===== src/rtl/lcd_win_ctrl.sv =====
// Window/cursor sequencer behind the LCD receive interface: CASET/PASET windowing, RAMWR/RAMWRC pixel streaming.
// Optional MADCTL (0x36, MV bit) column-major traversal is enabled by defining LCD_WIN_CTRL_MADCTL_EN.
module lcd_win_ctrl #(
    parameter int H_RES = 320,
    parameter int V_RES = 240,
    parameter int X_W   = 9,
    parameter int Y_W   = 8
) (
    input  logic           i_clk,
    input  logic           i_rst,
    input  logic [7:0]     i_command,
    input  logic           i_command_latch,
    input  logic [7:0]     i_param,
    input  logic           i_param_latch,
    input  logic [15:0]    i_rgb565,
    input  logic           i_rgb565_latch,
    output logic [X_W-1:0] o_fb_x,
    output logic [Y_W-1:0] o_fb_y,
    output logic [15:0]    o_fb_data,
    output logic           o_fb_valid,
    input  logic           i_fb_ready,
    output logic           o_frame_start,
    output logic           o_frame_done,
    output logic           o_overrun
);

    localparam logic [7:0] CMD_NOP     = 8'h00;
    localparam logic [7:0] CMD_SWRESET = 8'h01;
    localparam logic [7:0] CMD_CASET   = 8'h2A;
    localparam logic [7:0] CMD_PASET   = 8'h2B;
    localparam logic [7:0] CMD_RAMWR   = 8'h2C;
    localparam logic [7:0] CMD_RAMWRC  = 8'h3C;
`ifdef LCD_WIN_CTRL_MADCTL_EN
    localparam logic [7:0] CMD_MADCTL  = 8'h36;
`endif

    localparam logic [X_W-1:0] X_MAX = X_W'(H_RES - 1);
    localparam logic [Y_W-1:0] Y_MAX = Y_W'(V_RES - 1);

    typedef enum logic [2:0] {
        S_IDLE,
        S_CASET,
        S_PASET,
        S_WRITE
`ifdef LCD_WIN_CTRL_MADCTL_EN
        , S_MADCTL
`endif
    } state_t;

    state_t state, next_state;

    logic [X_W-1:0] sc, ec, win_sc, win_ec, cur_x, nxt_x, eff_ec;
    logic [Y_W-1:0] sp, ep, win_sp, win_ep, cur_y, nxt_y, eff_ep;
    logic [2:0]     param_cnt;   // bit 2 set once the 4th parameter has been taken
    logic [15:0]    param_start;
    logic [7:0]     param_end_hi;
    logic           mv;
    logic           pix_go;

    function automatic logic [X_W-1:0] clamp_x(input logic [15:0] v);
        return (v > 16'(H_RES - 1)) ? X_MAX : v[X_W-1:0];
    endfunction

    function automatic logic [Y_W-1:0] clamp_y(input logic [15:0] v);
        return (v > 16'(V_RES - 1)) ? Y_MAX : v[Y_W-1:0];
    endfunction

    assign eff_ec = (sc > ec) ? sc : ec;
    assign eff_ep = (sp > ep) ? sp : ep;
    assign pix_go = i_rgb565_latch && !i_command_latch && !i_param_latch && (state == S_WRITE);

`ifndef LCD_WIN_CTRL_MADCTL_EN
    assign mv = 1'b0;
`endif

    always_ff @(posedge i_clk) begin
        // NOTE: sequential state uses non-blocking (<=) so every register samples pre-edge values.
        if (i_rst) state <= S_IDLE;
        else       state <= next_state;
    end

    always_comb begin
        // NOTE: assign a default first so no path leaves next_state unassigned (no inferred latch).
        next_state = state;
        if (i_command_latch) begin
            case (i_command)
                CMD_CASET:   next_state = S_CASET;
                CMD_PASET:   next_state = S_PASET;
                CMD_RAMWR,
                CMD_RAMWRC:  next_state = S_WRITE;
                CMD_NOP:     next_state = state;
`ifdef LCD_WIN_CTRL_MADCTL_EN
                CMD_MADCTL:  next_state = S_MADCTL;
`endif
                default:     next_state = S_IDLE;
            endcase
        end
    end

    // Cursor successor inside the latched window; MV swaps the fast axis.
    always_comb begin
        nxt_x = cur_x;
        nxt_y = cur_y;
        if (!mv) begin
            if (cur_x < win_ec) nxt_x = cur_x + 1'b1;
            else begin
                nxt_x = win_sc;
                nxt_y = (cur_y < win_ep) ? cur_y + 1'b1 : win_sp;
            end
        end else begin
            if (cur_y < win_ep) nxt_y = cur_y + 1'b1;
            else begin
                nxt_y = win_sp;
                nxt_x = (cur_x < win_ec) ? cur_x + 1'b1 : win_sc;
            end
        end
    end

    always_ff @(posedge i_clk) begin
        if (i_rst) begin
            sc <= '0;  ec <= X_MAX;  sp <= '0;  ep <= Y_MAX;
            win_sc <= '0;  win_ec <= X_MAX;  win_sp <= '0;  win_ep <= Y_MAX;
            cur_x <= '0;  cur_y <= '0;
            param_cnt <= '0;  param_start <= '0;  param_end_hi <= '0;
            o_fb_x <= '0;  o_fb_y <= '0;  o_fb_data <= '0;  o_fb_valid <= 1'b0;
            o_frame_start <= 1'b0;  o_frame_done <= 1'b0;  o_overrun <= 1'b0;
`ifdef LCD_WIN_CTRL_MADCTL_EN
            mv <= 1'b0;
`endif
        end else begin
            o_frame_start <= 1'b0;
            o_frame_done  <= 1'b0;
            if (o_fb_valid && i_fb_ready) o_fb_valid <= 1'b0;

            if (i_command_latch) begin
                param_cnt <= '0;
                case (i_command)
                    CMD_RAMWR: begin
                        win_sc <= sc;  win_ec <= eff_ec;  win_sp <= sp;  win_ep <= eff_ep;
                        cur_x <= sc;  cur_y <= sp;
                        o_frame_start <= 1'b1;
                    end
                    CMD_RAMWRC: begin
                        win_sc <= sc;  win_ec <= eff_ec;  win_sp <= sp;  win_ep <= eff_ep;
                    end
                    CMD_SWRESET: begin
                        sc <= '0;  ec <= X_MAX;  sp <= '0;  ep <= Y_MAX;
                        win_sc <= '0;  win_ec <= X_MAX;  win_sp <= '0;  win_ep <= Y_MAX;
                        cur_x <= '0;  cur_y <= '0;
                        o_overrun <= 1'b0;
                        o_fb_valid <= 1'b0;
`ifdef LCD_WIN_CTRL_MADCTL_EN
                        mv <= 1'b0;
`endif
                    end
                    default: ;
                endcase
            end else if (i_param_latch) begin
                if (!param_cnt[2] && (state == S_CASET || state == S_PASET)) begin
                    param_cnt <= param_cnt + 3'd1;
                    case (param_cnt[1:0])
                        2'd0: param_start[15:8] <= i_param;
                        2'd1: param_start[7:0]  <= i_param;
                        2'd2: param_end_hi      <= i_param;
                        default: begin
                            if (state == S_CASET) begin
                                sc <= clamp_x(param_start);
                                ec <= clamp_x({param_end_hi, i_param});
                            end else begin
                                sp <= clamp_y(param_start);
                                ep <= clamp_y({param_end_hi, i_param});
                            end
                        end
                    endcase
                end
`ifdef LCD_WIN_CTRL_MADCTL_EN
                if (state == S_MADCTL && param_cnt == 3'd0) begin
                    mv        <= i_param[5];
                    param_cnt <= 3'd1;
                end
`endif
            end else if (pix_go) begin
                // A stalled beat wins over the new pixel; the cursor stays put.
                if (o_fb_valid && !i_fb_ready) begin
                    o_overrun <= 1'b1;
                end else begin
                    o_fb_valid   <= 1'b1;
                    o_fb_x       <= cur_x;
                    o_fb_y       <= cur_y;
                    o_fb_data    <= i_rgb565;
                    o_frame_done <= (cur_x == win_ec) && (cur_y == win_ep);
                    cur_x        <= nxt_x;
                    cur_y        <= nxt_y;
                end
            end
        end
    end

endmodule


===== config.mk =====
export PLATFORM = sky130hd
export DESIGN_NAME = lcd_win_ctrl
export DESIGN_NICKNAME = d
export VERILOG_FILES = /design/src/rtl/lcd_win_ctrl.sv
export SDC_FILE = /design/constraint.sdc
export NUM_CORES = 1
export LEC_CHECK = 0
export CELL_PAD_IN_SITES_DETAIL_PLACEMENT = 2
export CELL_PAD_IN_SITES_GLOBAL_PLACEMENT = 2
export CORE_MARGIN = 2
export CORE_UTILIZATION = 35
export CTS_BUF_LIST = sky130_fd_sc_hd__clkbuf_16
export CTS_CLUSTER_DIAMETER = 120
export DETAILED_ROUTE_END_ITERATION = 10
export PLACE_DENSITY_LB_ADDON = 0.08
export RECOVER_POWER = 100
export SKIP_CTS_REPAIR_TIMING = 1
export SKIP_LAST_GASP = 1
export SLEW_MARGIN = 20
export SYNTH_ARGS = -nofsm -noshare
export SYNTH_HDL_FRONTEND = slang
export SYNTH_SLANG_ARGS = --single-unit
export TNS_END_PERCENT = 30

===== constraint.sdc =====
create_clock -name i_clk -period 4.8 [get_ports i_clk]
set_clock_uncertainty 0.1 [all_clocks]
set_input_delay 0.96 -clock i_clk [delete_from_list [all_inputs] [get_ports i_clk]]
set_output_delay 0.96 -clock i_clk [all_outputs]
set_load 0.005 [all_outputs]

Word-level counts from Yosys, hierarchy flattened
Index checks and enable logic that the tools add are counted.
{ "totals": {"ram_bits": 0, "mem_bits_ro": 0, "latchBits": 0, "regBits": 152, "in_bits": 38, "out_inout_bits": 37, "wordCells": 154, "memories": 0} }
{ "classes": {"eq_ne": 19, "n_mux": 60, "order_cmp": 8, "bitwise": 5, "multipliers": 0, "reduce_logical": 37, "n_addsub": 3, "n_shift": 0, "div_mod_pow": 0} }
{ "op_table": {"columns": ["operator", "n"], "rows": [
  ["$mux W9", 20],
  ["$mux W8", 21],
  ["$pmux W9 S2", 3],
  ["$pmux W8 S2", 3],
  ["$eq A8 B6 Y1 const B", 4],
  ["$gt A16 B8 Y1 const B", 2],
  ["$gt A16 B9 Y1 const B", 2],
  ["$reduce_and A4 Y1", 6],
  ["$reduce_and A5 Y1", 3],
  ["$mux W1", 12],
  ["$pmux W3 S4", 1],
  ["$reduce_bool A2 Y1", 6],
  ["$add A9 B1 Y9 const B", 1],
  ["$eq A9 B9 Y1", 1],
  ["$gt A9 B9 Y1", 1],
  ["$lt A9 B9 Y1", 1],
  ["$add A8 B1 Y8 const B", 1],
  ["$eq A8 B1 Y1 const B", 1],
  ["$eq A8 B8 Y1", 1],
  ["$gt A8 B8 Y1", 1],
  ["$logic_not A8 Y1", 1],
  ["$lt A8 B8 Y1", 1],
  ["$ne A2 B2 Y1 const B", 4],
  ["$logic_and A1 B1 Y1", 7],
  ["other kinds (15)", 28]
]} }

Depth between registers and ports, before layout
{ "logic_depth": {"ltp_word": 7, "depth_mapped": 9} }

Least setup slack after synthesis
No wires, ideal clock.
{ "synth_timing": {"path_type": "input -> register", "from": "in i_command_latch", "to": "reg ep[0]", "setup_time_ns": 0.117, "required_ns": 4.583, "stages": 7, "arrival_ns": 2.578, "path_slack_ns": 2.004, "path_cell_list": "clkbuf_1 nor4b_1 nand3b_1 or3_4 a41o_1 o22ai_1 nand2b_1"} }
{ "synth_via": {"elab_chain_cells": 2} }
{ "synth_rtl": {"columns": ["item", "line", "rtl"], "rows": [
  ["start: declaration", "12", "input logic i_command_latch,"],
  ["$ne A2 B2 Y1 (no source line) (tied with other cells)", null, null],
  ["$reduce_and A5 Y1 (no source line)", null, null],
  ["end signal: assignment", "171", "ep <= clamp_y({param_end_hi, i_param});"],
  ["end: declaration", "53", "logic [Y_W-1:0] sp, ep, win_sp, win_ep, cur_y, nxt_y, eff_ep;"]
]} }
Several ways; a longest one is shown, not always the timed one.
A chain may end at the register's enable or synchronous reset.

Final worst setup path
{ "layout_timing": {"from": "in i_command_latch", "to": "reg win_ec[6]"} }
{ "layout_via": {"elab_chain_cells": 1} }
{ "layout_rtl": {"columns": ["item", "line", "rtl"], "rows": [
  ["$reduce_and A2 Y1 (no source line)", null, null],
  ["end signal: assignment", "122", "win_sc <= '0; win_ec <= X_MAX; win_sp <= '0; win_ep <= Y_MAX;"],
  ["end signal: assignment", "139", "win_sc <= sc; win_ec <= eff_ec; win_sp <= sp; win_ep <= eff_ep;"],
  ["end signal: assignment", "144", "win_sc <= sc; win_ec <= eff_ec; win_sp <= sp; win_ep <= eff_ep;"],
  ["end: declaration", "52", "logic [X_W-1:0] sc, ec, win_sc, win_ec, cur_x, nxt_x, eff_ec;"]
]} }
Every way passes these cells.

==> results.py <==
metrics = {
    "outcome": {
        "outcome": "finished, violations left",
        "violations": "max-capacitance violations, max-slew violations",
    },
    "clocking": {
        "cts_sinks": 151,
        "cts_tree": "done",
        "numCtsBuffers": 17,
        "clock-root-buffer": "clkbuf_16",
        "cts.htree.levels": 4,
        "clock_latency_ns": 0.42,
        "clk_pin_slew_ns": 0.06,
        "cts_buffer_depth": 2,
    },
    "timing": {
        "drv_slew": 91,
        "finalCritPeriodShare_pct": 81.14,
        "tns_ns": 0,
        "hold_ws_ns": 0.3529,
        "fmax_mhz": 256.8,
        "hold_viol": 0,
        "post-route-min-period_ns": 3.895,
        "rsz0062_at_grt": "false",
        "worst_slew_pin_slew_ns": 1.864,
        "setup_violations": 0,
        "slew_headroom_pct": -24.29,
    },
    "route": {
        "wl_met2_um": 12610,
        "top_layer": "met4",
        "wl_met3_um": 720,
        "totalWireLength_um": 25400,
        "vias": 6736,
        "firstDrtPassIters": 4,
        "antenna_left": 0,
        "drc_errors": 0,
        "wire_per_inst_um": 20.80,
        "wl_met1_um": 11550,
        "drt_iter0_markers": 291,
        "vias_per_cell": 5.517,
    },
    "logic_synthesis": {
        "yosys_warnings": 0,
        "synth.distinct_cells": 60,
        "ys_seq_area_share_pct": 41.55,
        "syn_area_mm2": 0.007274,
        "netlist_instances": 885,
        "synth.ff_latch_count": 151,
        "synth-async-reset-ratio_pct": 0,
        "synth-edff-count": 0,
        "avgSynthCellArea_um2": 8.220,
        "ys.flop_type": "dfxtp_1",
        "synth_nets": 965,
    },
    "worst_setup_path": {
        "critPathCaptureType": "flop",
        "critPathKind": "primary input to flop",
        "startpoint_type": "primary input",
        "path_max_fanout": 18,
        "worst_ep_arrival_time_ns": 4.13,
        "required_ns": 5.03,
    },
    "global_route": {
        "grt_pass1_wl_um": 41260,
        "overflow": 0,
        "antenna_found_initial": 0,
        "grt_max_degree": 91,
        "grt_pass1_vias": 7380,
        "grt_usage_pct": 23.82,
    },
    "place": {
        "post_dp_cell_area_mm2": 0.008269,
        "numPortBuffers": 74,
        "place.gp.congestion": 0.8053,
        "dp_hpwl_um": 18590,
        "placedCellCount": 1191,
    },
    "die": {
        "io_pins": 75,
        "die_h_um": 148.2,
        "core-area_mm2": 0.02030,
        "die_w_um": 148.2,
        "dieArea_mm2": 0.02195,
        "start_util_pct": 35.84,
        "core.rowCount": 52,
    },
    "cells_and_area": {
        "nets": 1020,
        "mostFrequentLayoutCell": "dfxtp_1",
        "final_cell_mix": "dfxtp_1, nand2_1, a21oi_1",
        "utilization_pct": 43.22,
        "fin_area_mm2": 0.008773,
        "fillers": 2275,
        "synthToLayoutAreaGrowth_pct": 20.61,
        "diodes": 0,
        "finalNonFillerCells": 1221,
        "drive_gt1_share_pct": 5.152,
    },
    "power_and_ir_drop": {
        "power_density_mw_per_mm2": 298.3,
        "ir_worst_vdd_v": 0.0002246,
        "p_leak_nw": 3.585,
    },
    "job": {
        "max-cap-violations": 1,
    },
    "hold_path": {
        "hold_path_class": "flop to flop",
    },
}
==> state kept, by name, indices dropped and copies added, names as in the netlist, 2 cells and up <==
signal / flops
param_start: 16
sc: 9
param_end_hi: 8
ep: 8
sp: 8
param_cnt: 3
o_fb_x: 9
win_ep: 8
win_sp: 8
cur_x: 9
cur_y: 8
win_ec: 9
ec: 9
win_sc: 9
o_fb_data: 16
state: 2
o_fb_y: 8
==> cell type report <==
cell class | instances | area (um2) | area share [%]
Sequential cell | 151 | 3023 | 34.46
Inverter | 47 | 176.4 | 2.011
Timing Repair Buffer | 88 | 819.5 | 9.341
Clock inverter | 13 | 118.9 | 1.355
Tap cell | 270 | 337.8 | 3.851
Clock buffer | 17 | 425.4 | 4.849
Multi-Input combinational cell | 635 | 3872 | 44.14
==> critical path: stages <==
cell           delay [ns]
dlygate4sd3_1        0.87
clkinv_1             0.18
clkbuf_1             0.45
nor3_1               0.32
clkbuf_1             0.75
nand2b_1             0.38
o22ai_1              0.21
==> synthesized netlist by cell type (all sizes together) (2+ instances only) <==
cell type	instances	area, um2
nor4	4	25.02
a22oi	23	172.7
ha	42	525.5
a2bb2oi	7	61.31
nand3	59	295.3
a211oi	13	102.6
a311oi	6	52.55
nand4	9	56.30
clkbuf	49	183.9
o22ai	16	100.1
o21ai	8	40.03
and4	2	17.52
and3	10	62.56
a21o	6	45.04
xnor2	6	52.55
nor3	20	100.1
or3b	2	17.52
nor2b	7	43.79
nand2b	18	112.6
xor2	8	70.07
a21oi	92	460.4
mux2	5	56.30
a221oi	8	76.32
a22o	7	61.31
nor2	76	285.3
a31oi	3	18.77
o211ai	7	52.55
nand2	118	442.9
or2	2	12.51
or3	5	41.29
or4	4	33.78
o41ai	2	17.52
a41o	2	20.02
o31ai	2	15.01
and2	2	12.51
dfxtp	151	3023
inv	46	172.7
o21a	3	22.52
mux2i	16	160.2
o32ai	2	17.52
nor3b	2	15.01
buf	3	15.01
==> kinds of logic after synthesis <==
kind of cell,after synthesis,share of synthesized area (%)
adder cells (fa/ha/maj),42,7.224
flip-flops,151,41.55
buffers and inverters,99,5.160
multiplexers,21,2.975
AO/OA/AOI/OAI,213,19.13
XOR/XNOR,14,1.686
AND/OR/NAND/NOR,345,22.27
==> layer usage <==
metal  GRT usage (%)  vias to the layer above
li1                -                     3248
met1           29.69                     3349
met4           7.333                        0
met2           42.06                      104
met3           4.018                       35
met5               0                        -
==> worst paths after layout <==
path,startpoint,endpoint,slack [ns],depth (start not counted)
setup / recovery,i_command_latch,win_ec[6],0.91,7
hold reg to reg,o_fb_x[6],o_fb_x[6],0.35,2
setup reg to reg,sc[2],win_ec[3],1.85,7
hold / removal,o_fb_x[6],o_fb_x[6],0.35,2
==> power by group <==
| part | switching [mW] | leakage, nW | internal, mW |
|---|---|---|---|
| Sequential | 0.00110 | 1.22 | 1.25 |
| Combinational | 0.0552 | 2.09 | 0.0368 |
| Clock | 0.522 | 0.275 | 0.748 |
==> through the flow <==
step	worst slack (ns)	power, mW
3_5_place_dp	1.037	1.377
5_1_grt	0.7098	2.711
3_3_place_gp	1.235	1.374
4_1_cts	1.389	2.653
2_1_floorplan	2.004	1.321
6_report	0.9054	2.617
No activity file was read; power rests on OpenSTA's default activity.
